`config.mk`:
```
export PLATFORM = sky130hd
export DESIGN_NAME = keypad_matrix_scanner
export DESIGN_NICKNAME = d
export VERILOG_FILES = /design/src/rtl/keypad_matrix_scanner_pkg.sv /design/src/rtl/keypad_matrix_scanner_strobe_gen.sv /design/src/rtl/keypad_matrix_scanner.sv
export SDC_FILE = /design/constraint.sdc
export NUM_CORES = 1
export LEC_CHECK = 0
export CORE_AREA = 2 2 76 78
export CTS_CLUSTER_SIZE = 30
export DETAILED_ROUTE_END_ITERATION = 7
export DIE_AREA = 0 0 78 80
export DONT_BUFFER_PORTS = 1
export MAX_ROUTING_LAYER = met4
export PLACE_DENSITY = 0.53
export SLEW_MARGIN = 10
export SYNTH_ARGS = -nofsm -noshare
export SYNTH_HDL_FRONTEND = slang
export SYNTH_SLANG_ARGS = --single-unit
```
`constraint.sdc`:
```
create_clock -name clock -period 4.8 [get_ports clock]
set_input_delay 0.72 -clock clock [delete_from_list [all_inputs] [get_ports clock]]
set_output_delay 0.72 -clock clock [all_outputs]
set_load 0.02 [all_outputs]
```
`src/rtl/keypad_matrix_scanner_pkg.sv`:
```
// keypad_pkg: shared constants and helpers for the 4x4 keypad matrix scanner.
//   - Matrix geometry (rows, columns, key-code width)
//   - FSM state encoding
//   - Row priority encoder and column drive helpers
package keypad_pkg;

    localparam int N_ROWS = 4;
    localparam int N_COLS = 4;
    localparam int CODE_W = 4;

    // FSM state encoding
    localparam logic [1:0] SCAN      = 2'd0;
    localparam logic [1:0] DEB_PRESS = 2'd1;
    localparam logic [1:0] HELD      = 2'd2;

    // Lowest active row wins when several rows read active at once.
    function automatic logic [1:0] row_priority(input logic [N_ROWS-1:0] act);
        logic [1:0] sel;
        casez (act)
            4'b???1: sel = 2'd0;
            4'b??10: sel = 2'd1;
            4'b?100: sel = 2'd2;
            4'b1000: sel = 2'd3;
            default: sel = 2'd0;
        endcase
        return sel;
    endfunction

    // Active-low one-hot-zero column drive for a given column index.
    function automatic logic [N_COLS-1:0] col_drive(input logic [1:0] col);
        return ~(4'b0001 << col);
    endfunction

endpackage

```
`src/rtl/keypad_matrix_scanner_strobe_gen.sv`:
```
// keypad_strobe_gen: free-running scan strobe generator.
//   Emits a one-cycle strobe every 2^scan_divider clock cycles. The strobe is
//   high during the cycle in which the counter holds all-ones, so the first
//   strobe appears 2^scan_divider - 1 cycles after reset release.
// Ports:
//   clock   in  system clock
//   reset_n in  asynchronous active-low reset
//   strobe  out one-cycle scan strobe (registered)
module keypad_strobe_gen #(
    parameter int scan_divider = 16
) (
    input  logic clock,
    input  logic reset_n,
    output logic strobe
);
    import keypad_pkg::*;

    // Counter value one cycle before all-ones; lets the strobe be registered
    // while still coinciding with the all-ones count.
    localparam logic [scan_divider-1:0] PRE_LAST = {{(scan_divider-1){1'b1}}, 1'b0};
    localparam logic [scan_divider-1:0] ONE      = {{(scan_divider-1){1'b0}}, 1'b1};

    logic [scan_divider-1:0] count_r;
    logic                    strobe_r;

    // Free-running period counter and registered strobe.
    always_ff @(posedge clock or negedge reset_n) begin
        if (!reset_n) begin
            count_r  <= '0;
            strobe_r <= 1'b0;
        end else begin
            count_r  <= count_r + ONE;
            strobe_r <= (count_r == PRE_LAST);
        end
    end

    assign strobe = strobe_r;

endmodule

```
`src/rtl/keypad_matrix_scanner.sv`:
```
// keypad_matrix_scanner: 4x4 membrane keypad scanner with debounce.
//   Drives one column low per scan period, reads the rows back through a
//   2-FF synchronizer, debounces press and release over debounce_strobes
//   consecutive samples and reports each confirmed press.
// Ports:
//   clock       in  system clock (50 MHz)
//   reset_n     in  asynchronous active-low reset
//   rows_in     in  keypad rows, active low, asynchronous
//   cols_out    out column drive, active low, one-hot-zero
//   key_code    out last confirmed key, col*4 + row
//   key_valid   out one-cycle pulse on a confirmed press
//   key_pressed out high while a confirmed key is held
module keypad_matrix_scanner #(
    parameter int scan_divider     = 16,
    parameter int debounce_strobes = 4
) (
    input  logic                clock,
    input  logic                reset_n,
    input  logic [3:0]          rows_in,
    output logic [3:0]          cols_out,
    output logic [3:0]          key_code,
    output logic                key_valid,
    output logic                key_pressed
);
    import keypad_pkg::*;

    localparam logic [3:0] DEB_LIMIT = 4'(debounce_strobes);

    logic                strobe_s;
    logic [N_ROWS-1:0]   sync_meta_r;
    logic [N_ROWS-1:0]   sync_r;
    logic [N_ROWS-1:0]   row_act_s;
    logic [1:0]          row_sel_s;
    logic                cand_hit_s;
    logic [3:0]          count_inc_s;
    logic [1:0]          col_next_s;

    logic [1:0]          state_r;
    logic [1:0]          col_r;
    logic [3:0]          count_r;
    logic [CODE_W-1:0]   cand_code_r;
    logic [N_COLS-1:0]   cols_out_r;
    logic [CODE_W-1:0]   key_code_r;
    logic                key_valid_r;
    logic                key_pressed_r;

    keypad_strobe_gen #(
        .scan_divider (scan_divider)
    ) u_strobe_gen (
        .clock   (clock),
        .reset_n (reset_n),
        .strobe  (strobe_s)
    );

    // Two-stage synchronizer for the asynchronous row inputs (idle = pulled up).
    always_ff @(posedge clock or negedge reset_n) begin
        if (!reset_n) begin
            sync_meta_r <= 4'b1111;
            sync_r      <= 4'b1111;
        end else begin
            sync_meta_r <= rows_in;
            sync_r      <= sync_meta_r;
        end
    end

    assign row_act_s   = ~sync_r;
    assign row_sel_s   = row_priority(row_act_s);
    // While debouncing or held, only the row of the candidate key matters.
    assign cand_hit_s  = row_act_s[cand_code_r[1:0]];
    assign count_inc_s = count_r + 4'd1;
    assign col_next_s  = col_r + 2'd1;

    // Scan / debounce FSM; every state change is gated by the scan strobe.
    always_ff @(posedge clock or negedge reset_n) begin
        if (!reset_n) begin
            state_r       <= SCAN;
            col_r         <= 2'd0;
            count_r       <= 4'd0;
            cand_code_r   <= 4'd0;
            cols_out_r    <= 4'b1110;
            key_code_r    <= 4'd0;
            key_valid_r   <= 1'b0;
            key_pressed_r <= 1'b0;
        end else begin
            key_valid_r <= 1'b0;
            if (strobe_s) begin
                case (state_r)
                    SCAN: begin
                        if (row_act_s == 4'b0000) begin
                            col_r      <= col_next_s;
                            cols_out_r <= col_drive(col_next_s);
                        end else begin
                            cand_code_r <= {col_r, row_sel_s};
                            count_r     <= 4'd1;
                            state_r     <= DEB_PRESS;
                        end
                    end
                    DEB_PRESS: begin
                        if (cand_hit_s) begin
                            if (count_inc_s == DEB_LIMIT) begin
                                key_code_r    <= cand_code_r;
                                key_valid_r   <= 1'b1;
                                key_pressed_r <= 1'b1;
                                count_r       <= 4'd0;
                                state_r       <= HELD;
                            end else begin
                                count_r <= count_inc_s;
                            end
                        end else begin
                            count_r    <= 4'd0;
                            col_r      <= col_next_s;
                            cols_out_r <= col_drive(col_next_s);
                            state_r    <= SCAN;
                        end
                    end
                    HELD: begin
                        if (cand_hit_s) begin
                            count_r <= 4'd0;
                        end else if (count_inc_s == DEB_LIMIT) begin
                            key_pressed_r <= 1'b0;
                            count_r       <= 4'd0;
                            col_r         <= col_next_s;
                            cols_out_r    <= col_drive(col_next_s);
                            state_r       <= SCAN;
                        end else begin
                            count_r <= count_inc_s;
                        end
                    end
                    default: begin
                        // Unreachable encoding: recover into a clean scan.
                        state_r       <= SCAN;
                        count_r       <= 4'd0;
                        key_pressed_r <= 1'b0;
                    end
                endcase
            end else begin
                state_r <= state_r;
            end
        end
    end

    assign cols_out    = cols_out_r;
    assign key_code    = key_code_r;
    assign key_valid   = key_valid_r;
    assign key_pressed = key_pressed_r;

endmodule
```
# Word-level counts from Yosys, hierarchy flattened
# Index checks and enable logic that the tools add are counted.
# W data, S select, Z words.
[word_totals]
regBits = 47
latch_bits = 0
ramBits = 0
mem_bits_ro = 0
in_bits = 6
elab_cells = 78
memories = 0
[classes]
addsub = 3
mul = 0
div = 0
magnitude_cmp = 1
eq_ne = 15
n_shift = 1
muxes = 33
bitwise_logic = 4
n_reduce_logical = 9
[ops]
columns = ["cell", "n"]
rows = [
  ["$mux W4", 8],
  ["$pmux W4 S3", 2],
  ["$mux W2", 9],
  ["$pmux W2 S3", 3],
  ["$add A16 B1 Y16 const B", 1],
  ["$eq A16 B16 Y1 const B", 1],
  ["$ne A2 B2 Y1 const B", 7],
  ["$reduce_and A6 Y1", 2],
  ["$mux W1", 9],
  ["$not A4 Y4", 2],
  ["$reduce_and A5 Y1", 1],
  ["$add A4 B1 Y4 const B", 1],
  ["$eq A2 B2 Y1 const B", 2],
  ["$eq A4 B3 Y1 const B", 1],
  ["$eq A4 B4 Y1 const B", 1],
  ["$logic_not A4 Y1", 1],
  ["$reduce_and A4 Y1", 1],
  ["$shl A1 B2 Y4 const A", 1],
  ["$eq A3 B3 Y1 const B", 1],
  ["$lt A2 B3 Y1 const B", 1],
  ["$ne A3 B3 Y1 const B", 1],
  ["$pmux W1 S3", 1],
  ["$reduce_and A3 Y1", 1],
  ["$reduce_bool A3 Y1", 1],
  ["6 further kinds", 7],
]

# Longest topological paths before layout
[depth]
ltp_word = 6
mapped_depth = 6
mapped_depth_nobuf = 5

# Hierarchy
# Synthesis repeated with hierarchy kept, for this count alone.
[hier_totals]
cells_unflattened = 171
hier_area_um2 = 2134.5
[by_module_without_submodules]
columns = ["module", "n_inst", "cells_each", "area_each_um2"]
rows = [
  ["keypad_matrix_scanner", 1, 112, 1386.3],
  ["keypad_strobe_gen", 1, 59, 748.2],
]

# Worst setup path before layout
# Ideal clock, no wire load.
[synth_path]
path_type = "flip-flop to flip-flop"
startpoint = "reg count_r[0]"
endpoint = "reg col_r[1]"
setup_ns = 0.125
arrival_ns = 1.869
required_time_ns = 4.675
path_slack_ns = 2.806
stages_incl_launch_ff = 7
n_path_buf = 1
synth_period_minus_slack_ns = 1.994
path_cell_list = "dfrtp_1 -> ha_1 -> nand3b_1 -> o31a_1 -> o32a_1 -> buf_6 -> mux2_4"
[synth_via]
elab_chain_cells = 4
[synth_rtl]
columns = ["element", "line_no", "source"]
rows = [
  ["from (decl)", "keypad_matrix_scanner.sv:40", "logic [3:0] count_r;"],
  ["from (signal assigned)", "keypad_matrix_scanner.sv:107", "count_r <= count_inc_s;"],
  ["from (signal assigned)", "keypad_matrix_scanner.sv:126", "count_r <= count_inc_s;"],
  ["$add A4 B1 Y4", "keypad_matrix_scanner.sv:70", "assign count_inc_s = count_r + 4'd1;"],
  ["$eq A4 B3 Y1", "keypad_matrix_scanner.sv:119", "end else if (count_inc_s == DEB_LIMIT) begin"],
  ["$ne A2 B2 Y1 (no line)", "--", ""],
  ["$reduce_and A6 Y1 (no line)", "--", ""],
  ["to (signal assigned)", "keypad_matrix_scanner.sv:90", "col_r <= col_next_s;"],
  ["to (signal assigned)", "keypad_matrix_scanner.sv:111", "col_r <= col_next_s;"],
  ["to (signal assigned)", "keypad_matrix_scanner.sv:122", "col_r <= col_next_s;"],
  ["to (decl)", "keypad_matrix_scanner.sv:39", "logic [1:0] col_r;"],
]
# Every way passes these cells.
# A chain may end at the register's enable or synchronous reset.

# Worst setup path after layout
# Same ends and word-level chain as after synthesis.

==> impl_metrics.yaml <==
timing:
  slew_violations: 0
  tightest_slew_ns: 0.533
  hold_viol_final: 0
  period_needed_ns: 2.16
  rsz0062_at_grt: "false"
  tns_ns: 0
  relSlewSlack: 0.642
  setup-violations-final: 0
  period_share: 0.451
  fmax_ghz: 0.462
  fin_skew_ns: 0.0109
place:
  hpwl_mm: 2.42
  io_buffers: 0
  place_inst: 239
  gp_congestion: 0.817
setup_path:
  critical_path.top_delay_family: "compound AO/OA/AOI/OAI gates"
  crit_fanout: 6
  crit_arrival_ns: 2.35
  crit_path_end_kind: "flop"
  cp.required_ns: 4.99
  critPathBufInv: 0
  crit_path_top_delay_cell: "o32a_1"
  r2r_slack_ns: 2.64
  worst_path_largest_cell_delay_ns: 0.49
  r2r_cells: 5
  r2r-start: "count_r[0]$_DFFE_PN0P_"
  reg2reg_to: "col_r[1]$_DFFE_PN0P_"
  path_cells: "ha_1 -> nand3b_1 -> o31a_1 -> o32a_1 -> mux2_4"
  startpoint_type: "flop"
  worstSetupPathType: "flop to flop"
die:
  fp.dieH_um: 80
  rows: 27
  die-area_mm2: 0.00624
  initial_core_util: 0.391
  ios: 16
  core_mm2: 0.00541
  die-width_um: 78
cells_and_area:
  layout.nets: 188
  final_cells: 247
  antenna_cells: 0
  drive_above_1_share: 0.171
  syn_to_final_growth_pct: 6.99
run_status:
  status: "finished, final reports clean"
logic_synthesis:
  synth.area.mux_share: 0.0776
  ys_warn_count: 0
  synth_nets: 186
  synth_xor_area_frac: 0.0664
  synthDistinctLibCells: 43
  synth_compound_area_frac: 0.0806
  ys_seq_area_frac: 0.563
  avgSynthCellArea_um2: 12.3
  synth_top_family_by_area: "simple AND/OR/NAND/NOR gates"
  synthAdderAreaFrac: 0.0474
  syn_area_mm2: 0.00211
  synth_cells: 172
  synth_simple_gate_area_frac: 0.127
  ys_ff_latch: 47
clock_network:
  clockBufferDepth: 2
  clkSinkCount: 47
  cts_root_buf: "clkbuf_8"
  cts_resized: 0
  htreeDepth: 2
  clkSlewWorstSetupHoldPaths_ns: 0.09
  clkLatencyLatePin_ns: 0.29
  cts_inserted_buffers: 5
  cts_tree: "built"
  cts_setup_buffers: 0
  postCtsHoldBufs: 0
power_and_ir_drop:
  p_per_area_mw_per_mm2: 283
  switchingPower_w: 0.000135
  intPower_w: 0.000505
  comb_power_share: 0.005
  leakage_nw: 1.05
  ir_worst_vdd_v: 0.000169
  power.clock.fraction: 0.363
  seq_power_share: 0.631
  p_sw_frac: 0.210
grt:
  grt_max_degree: 48
  grt_overflow: 0
  antenna_found_initial: 0
  grt_use_total: 0.128
  grt_pass1_wl_mm: 6.03
  first_global_vias: 1252
drt:
  route.met2.wl_mm: 1.81
  first_pass_iters: 4
  vias_per_cell: 5.01
  drt_iter0_drc: 66
  drc: 0
  drt_wl_total_mm: 3.49
  via_count: 1237
  wl_met1_mm: 1.56
  wl_met3_um: 86
  drt-wirelength-per-cell_um: 14.1
  ant_nets: 0
  maxUsedRoutingLayer: "met4"
flow_run:
  cap_violations: 0
worst_hold_path:
  hold_path_class: "input pin to asynchronous set/reset pin"
area by class of cell:
class                           count  area, µm²
Clock inverter                      3       20.0
Inverter                           13       48.8
Tap cell                           72       90.1
Clock buffer                        5       68.8
Sequential cell                    47       1190
Multi-Input combinational cell    107        842
Fill cell                         538       3150
through the flow:
stage               utilization  total power (W)  setup WS, ns  hold slack [ns]  cell area (µm²)
detailed placement        0.402         0.000415          2.63            0.349             2170
finish                    0.418         0.000640          2.64            0.107             2260
global route              0.418         0.000675          2.55           0.0771             2260
CTS                       0.418         0.000654          2.64           0.0904             2260
floorplan                     -         0.000414          2.81            0.345             2110
global placement          0.402         0.000415          2.72            0.349             2170
per-layer routing:
layer  GRT usage  vias up
met4      0.0368        0
met2       0.216       13
li1            -      594
met3      0.0407        2
met5           -        -
met1       0.149      628
cell usage after synthesis:
master / n / area [µm²]
o32a_2: 1 / 11.3
mux2_4: 1 / 15.0
dfrtp_1: 36 / 901
nor2_1: 6 / 22.5
nand2_1: 12 / 45.0
ha_1: 8 / 100
a31oi_1: 1 / 6.26
inv_1: 13 / 48.8
o21ai_0: 3 / 15.0
and2_1: 2 / 12.5
nand2b_4: 1 / 13.8
nor3_1: 1 / 5.00
mux4_2: 1 / 22.5
nand4bb_1: 1 / 11.3
and3b_1: 1 / 8.76
xor2_1: 6 / 52.6
o2111ai_1: 1 / 8.76
o31ai_1: 1 / 7.51
and4_1: 3 / 26.3
nand3b_1: 2 / 15.0
buf_4: 1 / 7.51
nand3_1: 7 / 35.0
buf_6: 1 / 11.3
o32a_1: 1 / 10.0
nand2b_1: 2 / 12.5
nand4_1: 3 / 18.8
o22ai_1: 1 / 6.26
nor3_4: 1 / 16.3
a221o_2: 1 / 11.3
o2bb2ai_1: 1 / 8.76
o31a_1: 1 / 8.76
a32o_1: 2 / 20.0
clkbuf_1: 2 / 7.51
xnor2_1: 10 / 87.6
buf_2: 1 / 5.00
mux2i_1: 7 / 70.1
a21o_1: 1 / 7.51
a21boi_0: 2 / 15.0
nor2b_1: 4 / 25.0
a211o_1: 1 / 8.76
a21oi_1: 5 / 25.0
dfstp_2: 11 / 289
mux2_2: 5 / 56.3
power groups by stage:
stage	sequential (W)	combinational, W	clock (W)
2_1_floorplan	0.000411	0.00000286	0
3_3_place_gp	0.000411	0.00000317	0
3_5_place_dp	0.000412	0.00000326	0
4_1_cts	0.000404	0.00000328	0.000247
5_1_grt	0.000405	0.00000353	0.000267
6_report	0.000404	0.00000331	0.000233
registers in the layout, summed over array words and instances (netlist names):
register,cells
u_strobe_gen.count_r,16
count_r,4
cols_out,4
key_code,4
key_pressed,1
state_r,2
sync_r,4
u_strobe_gen.strobe,1
key_valid,1
col_r,2
cand_code_r,4
sync_meta_r,4
worst max-delay path by stage:
| stage | cells after the start | end | start |
|---|---|---|---|
| 2_1_floorplan | 6 | col_r[1]$_DFFE_PN0P_ | count_r[0]$_DFFE_PN0P_ |
| 3_3_place_gp | 5 | col_r[1]$_DFFE_PN0P_ | count_r[0]$_DFFE_PN0P_ |
| 3_5_place_dp | 5 | col_r[1]$_DFFE_PN0P_ | count_r[0]$_DFFE_PN0P_ |
| 4_1_cts | 5 | col_r[1]$_DFFE_PN0P_ | count_r[0]$_DFFE_PN0P_ |
| 5_1_grt | 5 | col_r[1]$_DFFE_PN0P_ | count_r[0]$_DFFE_PN0P_ |
| 6_report | 5 | col_r[1]$_DFFE_PN0P_ | count_r[0]$_DFFE_PN0P_ |
layout by cell type (no fill, tap or decap), types with 2 or more instances in the layout:
cell type,synthesis,final
a21boi_0,2,2
a21oi_1,5,5
clkbuf_8,0,5
ha_1,8,8
nand3b_1,2,2
a32o_1,2,2
and4_1,3,3
nand2_1,12,12
inv_1,13,13
nand4_1,3,3
nand3_1,7,7
dfstp_2,11,11
o21ai_0,3,3
nor2b_1,4,4
clkinvlp_4,0,2
and2_1,2,2
xnor2_1,10,10
dfrtp_1,36,36
xor2_1,6,6
mux2i_1,7,7
nand2b_1,2,2
mux2_2,5,5
nor2_1,6,6
kinds of logic (layout without fill, tap and decap cells):
family	Yosys count	count (layout)
adder cells (fa/ha/maj)	8	8
multiplexers	14	14
AO/OA/AOI/OAI	23	23
XOR/XNOR	16	16
flip-flops	47	47
AND/OR/NAND/NOR	46	46
buffers and inverters	18	21
Power figures use the tool's default switching activity.
